==> src/rtl/wb_pkg.sv <==
// wb_pkg: shared widths and source-select encoding for the writeback arbiter
package wb_pkg;
   localparam int WB_DATA_W     = 32;
   localparam int WB_DEST_W     = 5;
   localparam int WB_WADDR_W    = 16;
   localparam int WB_DEPTH      = 2;
   localparam int WB_STARVE_MAX = 4;
   typedef enum logic [1:0] {
      SRC_NONE = 2'd0,
      SRC_ALU  = 2'd1,
      SRC_MEM  = 2'd2
   } src_t;
endpackage

==> src/rtl/wb_fifo.sv <==
// wb_fifo: small synchronous FIFO with a separate occupancy counter
module wb_fifo
   import wb_pkg::*;
#(
   parameter int W = WB_DEST_W + WB_DATA_W,
   parameter int DEPTH = WB_DEPTH,
   localparam int AW = $clog2(DEPTH),
   localparam int CW = AW + 1
) (
   input  logic          clk,
   input  logic          rst_n,
   input  logic          push,
   input  logic          pop,
   input  logic [W-1:0]  din,
   output logic [W-1:0]  dout,
   output logic          full,
   output logic          empty,
   output logic [CW-1:0] count
);
   logic [W-1:0]  mem [DEPTH];
   logic [AW-1:0] wr_ptr, rd_ptr;
   always_ff @(posedge clk or negedge rst_n)
      if (!rst_n) begin
         wr_ptr <= '0;
         rd_ptr <= '0;
         count  <= '0;
      end else begin
         if (push) wr_ptr <= wr_ptr + AW'(1);
         if (pop) rd_ptr <= rd_ptr + AW'(1);
         count <= count + CW'(push) - CW'(pop);
      end
   always_ff @(posedge clk)
      if (push) mem[wr_ptr] <= din;
   assign dout  = mem[rd_ptr];
   assign full  = count == CW'(DEPTH);
   assign empty = count == '0;
endmodule

==> src/rtl/writeback_arbiter.sv <==
// writeback_arbiter: merges ALU and load results into one registered register-file write port
module writeback_arbiter
   import wb_pkg::*;
#(
   parameter int DATA_W = WB_DATA_W,
   parameter int DEST_W = WB_DEST_W,
   parameter int WADDR_W = WB_WADDR_W,
   parameter int DEPTH = WB_DEPTH,
   parameter int STARVE_MAX = WB_STARVE_MAX,
   parameter int R0_HARDWIRED = 1,
   localparam int CW = $clog2(DEPTH) + 1
) (
   input  logic               clk,
   input  logic               rst_n,
   input  logic               alu_valid,
   output logic               alu_ready,
   input  logic [DEST_W-1:0]  alu_dest,
   input  logic [DATA_W-1:0]  alu_data,
   input  logic               mem_valid,
   output logic               mem_ready,
   input  logic [DEST_W-1:0]  mem_dest,
   input  logic [DATA_W-1:0]  mem_data,
   output logic               write_en,
   output logic [WADDR_W-1:0] write_address_0,
   output logic [DATA_W-1:0]  write_data,
   output logic [CW-1:0]      alu_count,
   output logic [CW-1:0]      mem_count
);
   localparam int EW = DEST_W + DATA_W;
   localparam int SW = $clog2(STARVE_MAX + 1);
   logic [EW-1:0]     alu_head, mem_head;
   logic              alu_full, alu_empty, mem_full, mem_empty;
   logic [DEST_W-1:0] gnt_dest;
   logic [DATA_W-1:0] gnt_data;
   logic [SW-1:0]     starve;
   src_t              sel;
   assign alu_ready = !alu_full;
   assign mem_ready = !mem_full;
   wb_fifo #(.W(EW), .DEPTH(DEPTH)) u_alu (
      .clk(clk), .rst_n(rst_n), .push(alu_valid && alu_ready), .pop(sel == SRC_ALU),
      .din({alu_dest, alu_data}), .dout(alu_head), .full(alu_full), .empty(alu_empty),
      .count(alu_count)
   );
   wb_fifo #(.W(EW), .DEPTH(DEPTH)) u_mem (
      .clk(clk), .rst_n(rst_n), .push(mem_valid && mem_ready), .pop(sel == SRC_MEM),
      .din({mem_dest, mem_data}), .dout(mem_head), .full(mem_full), .empty(mem_empty),
      .count(mem_count)
   );
   // MEM wins contention until ALU has waited STARVE_MAX grants
   always_comb begin
      sel = (!alu_empty && !mem_empty) ? (starve == SW'(STARVE_MAX) ? SRC_ALU : SRC_MEM)
          : !alu_empty ? SRC_ALU : !mem_empty ? SRC_MEM : SRC_NONE;
      gnt_dest = sel == SRC_ALU ? alu_head[EW-1:DATA_W] : mem_head[EW-1:DATA_W];
      gnt_data = sel == SRC_ALU ? alu_head[DATA_W-1:0] : mem_head[DATA_W-1:0];
   end
   always_ff @(posedge clk or negedge rst_n)
      if (!rst_n) starve <= '0;
      else if (sel == SRC_ALU || alu_empty) starve <= '0;
      else if (sel == SRC_MEM && starve != SW'(STARVE_MAX)) starve <= starve + SW'(1);
   always_ff @(posedge clk or negedge rst_n)
      if (!rst_n) begin
         write_en        <= 1'b0;
         write_address_0 <= '0;
         write_data      <= '0;
      end else begin
         write_en <= sel != SRC_NONE && !(R0_HARDWIRED != 0 && gnt_dest == '0);
         if (sel != SRC_NONE) begin
            write_address_0 <= WADDR_W'(gnt_dest);
            write_data      <= gnt_data;
         end
      end
endmodule

==> config.mk <==
export PLATFORM = sky130hd
export DESIGN_NAME = writeback_arbiter
export DESIGN_NICKNAME = d
export VERILOG_FILES = /design/src/rtl/wb_pkg.sv /design/src/rtl/wb_fifo.sv /design/src/rtl/writeback_arbiter.sv
export SDC_FILE = /design/constraint.sdc
export NUM_CORES = 1
export LEC_CHECK = 0
export CAP_MARGIN = 20
export CORE_MARGIN = 3
export CORE_UTILIZATION = 40
export CTS_CLUSTER_DIAMETER = 120
export CTS_CLUSTER_SIZE = 14
export DETAILED_ROUTE_END_ITERATION = 10
export HOLD_SLACK_MARGIN = 0.12
export RECOVER_POWER = 25
export SLEW_MARGIN = 0
export SYNTH_ARGS = -nofsm -noshare
export SYNTH_HDL_FRONTEND = slang
export SYNTH_HIERARCHICAL = 1
export SYNTH_SLANG_ARGS = --single-unit
export TNS_END_PERCENT = 10
==> constraint.sdc <==
create_clock -name clk -period 8.2 [get_ports clk]
set_clock_uncertainty 0.1 [all_clocks]
set_input_delay 1.23 -clock clk [delete_from_list [all_inputs] [get_ports clk]]
set_output_delay 1.23 -clock clk [all_outputs]
set_load 0.1 [all_outputs]
==> flow_metrics.env <==
export IMPL_rows=51
export IMPL_yosys_area_share_simple_pct=3.12
export IMPL_antennaDiodeCount=0
export IMPL_globalplace_congestion=0.727
export IMPL_syn_area_per_cell_um2=17.5
export IMPL_cp_start_kind="input port"
export IMPL_tritoncts="done"
export IMPL_grt_usage_pct=15.1
export IMPL_die_w_um=149
export IMPL_register_area_mm2=0.00567
export IMPL_max_freq_mhz=260
export IMPL_path_clk_slew_ns=0.06
export IMPL_fin_nets=674
export IMPL_cts_root_buf="clkbuf_16"
export IMPL_failed_checks="capacitance limit, slew limit"
export IMPL_drc=0
export IMPL_setup_viol=0
export IMPL_syn2layout_area_growth_pct=24.7
export IMPL_muxShareOfSynthArea_pct=16.5
export IMPL_synth_fa_ha_area_share_pct=0.913
export IMPL_yosysTopAreaCell="edfxtp_1"
export IMPL_dr_pass1_iters=4
export IMPL_status="finished with violations"
export IMPL_vias_per_cell=4.97
export IMPL_ys_dominant_reg_cell="edfxtp_1"
export IMPL_async_reset_ff_share_pct=24.9
export IMPL_cts_buffers=17
export IMPL_grt_pass1_vias=4521
export IMPL_hp_class="reg -> reg"
export IMPL_max_cap_viol_count=1
export IMPL_final_util_pct=51.7
export IMPL_postCtsHoldBufs=0
export IMPL_core_area_mm2=0.0198
export IMPL_endpoint_kind="asynchronous set/reset pin"
export IMPL_dpl_hpwl_um=10500
export IMPL_totalWireLength_um=16400
export IMPL_ant_nets=0
export IMPL_start_util_pct=41.4
export IMPL_critPathArrivalTime_ns=3.41
export IMPL_fin_crit_ns=3.84
export IMPL_drt_iter0_drc=255
export IMPL_netlist_area_mm2=0.00822
export IMPL_drive_gt1_share_pct=23.9
export IMPL_routedWlPerCell_um=18.9
export IMPL_max_slew_margin_rel_pct=-95.9
export IMPL_clk_latency_ns=0.42
export IMPL_synth_common_cells="edfxtp_1 (148), dfrtp_1 (49), mux2_4 (40), mux2i_1 (37), mux2_2 (34)"
export IMPL_synth_top_family_by_area="multiplexers"
export IMPL_synth_top_area_share_pct=54.0
export IMPL_post_cts_buffers=0
export IMPL_post_cts_resized=0
export IMPL_slowest_delay_ns=2.06
export IMPL_grt_max_degree=50
export IMPL_cts_sinks=197
export IMPL_required_ns=7.76
export IMPL_path_buf_inv=2
export IMPL_slew_viol_final=50
export IMPL_port_buffers=121
export IMPL_crit_family="buffers and inverters"
export IMPL_finalSetupTns_ns=0
export IMPL_finalHoldViolCount=0
export IMPL_yosys_warnings=6
export IMPL_tightest_slew_ns=2.94
export IMPL_overflow=0
export IMPL_synth_xor_area_share_pct=1.11
export IMPL_fillers=1623
export IMPL_antenna_found_initial=0
export IMPL_crit_slowest_cell="clkbuf_1"
export IMPL_fp_dieH_um=149
export IMPL_routed_via_count=4312
export IMPL_synth_most_common_cell="edfxtp_1"
export IMPL_die_area_mm2=0.0223
export IMPL_fin_crit_sh_pct=46.9
export IMPL_synth_compound_area_share_pct=5.63
export IMPL_crit_fanout=49
export IMPL_grt_first_pass_wirelength_um=25200
export IMPL_path_cells="buf_2 -> clkbuf_1"
export IMPL_multi_input_area_mm2=0.00231
export IMPL_cts_path_max_buffers=2
export IMPL_ios=133
export IMPL_synth_edff_count=148
export IMPL_cts_max_level=4
export IMPL_synthCells=470
export IMPL_synth_area_leaders="edfxtp_1 (54%), dfrtp_1 (15%), mux2_4 (7.3%)"
export IMPL_synth_seq_area_share_pct=69.0
export IMPL_synth_seq_cells=197
export IMPL_crit_type="in -> async"
export IMPL_rsz0062_at_grt="no"
export IMPL_ys_types=30
-- layout make-up --
class,instances,area share (%)
Clock buffer,22,4.62
Clock inverter,10,1.18
Inverter,10,0.366
Multi-Input combinational cell,237,22.6
Sequential cell,197,55.3
Tap cell,265,3.23
Timing Repair Buffer,127,12.7
-- routing by layer --
| layer | vias to the layer above | part of all wire, % | track usage, % |
|---|---|---|---|
| met5 | - | 0 | 0 |
| met4 | 0 | 1.3 | 5.08 |
| met3 | 16 | 5.2 | 3.56 |
| met2 | 130 | 48 | 24.4 |
| met1 | 2156 | 46 | 20.3 |
| li1 | 2010 | - | - |
-- per-stage QoR --
| stage | area (um^2) | setup slack, ns | instances | hold WS (ns) |
|---|---|---|---|---|
| 3_5_place_dp | 9580 | 4.64 | 832 | 0.379 |
| 4_1_cts | 10200 | 4.61 | 864 | 0.387 |
| 6_report | 10300 | 4.36 | 868 | 0.384 |
| 5_1_grt | 10300 | 3.76 | 868 | 0.402 |
| 3_3_place_gp | 9580 | 4.72 | 832 | 0.360 |
| 2_1_floorplan | 8260 | 4.49 | 480 | 0.338 |
-- layout by cell type (no fill, tap or decap), types with 3 or more instances in the layout --
| cell | count |
|---|---|
| mux2i_1 | 37 |
| clkdlybuf4s50_1 | 72 |
| inv_1 | 10 |
| clkbuf_1 | 3 |
| nor2b_1 | 10 |
| nand2_1 | 32 |
| clkbuf_8 | 3 |
| mux2_2 | 34 |
| o221a_1 | 8 |
| mux2_4 | 40 |
| conb_1 | 11 |
| clkbuf_16 | 17 |
| dlygate4sd3_1 | 48 |
| a21oi_1 | 5 |
| edfxtp_1 | 148 |
| o221a_2 | 24 |
| buf_12 | 3 |
| clkinv_4 | 3 |
| a211oi_1 | 6 |
| ha_1 | 6 |
| dfrtp_1 | 47 |
| xor2_1 | 4 |
-- final timing paths --
path / from / end / slack [ns] / cells past startpoint
setup reg to reg: u_alu/count[1] / u_alu/count[1] / 4.72 / 8
min in group asynchronous: rst_n / write_data[20] / 1.76 / 2
hold reg to reg: starve[0] / starve[0] / 0.38 / 1
setup / recovery: rst_n / u_alu/rd_ptr / 4.36 / 2
max in group clk: u_alu/count[1] / alu_ready / 4.64 / 3
hold / removal: starve[0] / starve[0] / 0.38 / 1
-- cells by family (layout without fill, tap and decap cells) --
logic type / after synthesis / in the layout
flip-flops: 197 / 197
multiplexers: 111 / 111
AND/OR/NAND/NOR: 55 / 55
AO/OA/AOI/OAI: 47 / 47
buffers and inverters: 46 / 169
XOR/XNOR: 7 / 7
adder cells (fa/ha/maj): 6 / 6
other: 1 / 11
-- flip-flops by register name, indices dropped and copies added, names as in the netlist --
register,cells
starve,3
u_alu/wr_ptr,1
u_alu/count,2
u_mem/rd_ptr,1
u_alu/rd_ptr,1
u_mem/wr_ptr,1
u_mem/count,2
u_alu/mem,74
write_address_0,5
u_mem/mem,74
write_en,1
write_data,32
Power is left out: the tool's default activity adds up to more than one toggle a clock period on the data nets, which glitch-free logic cannot reach.
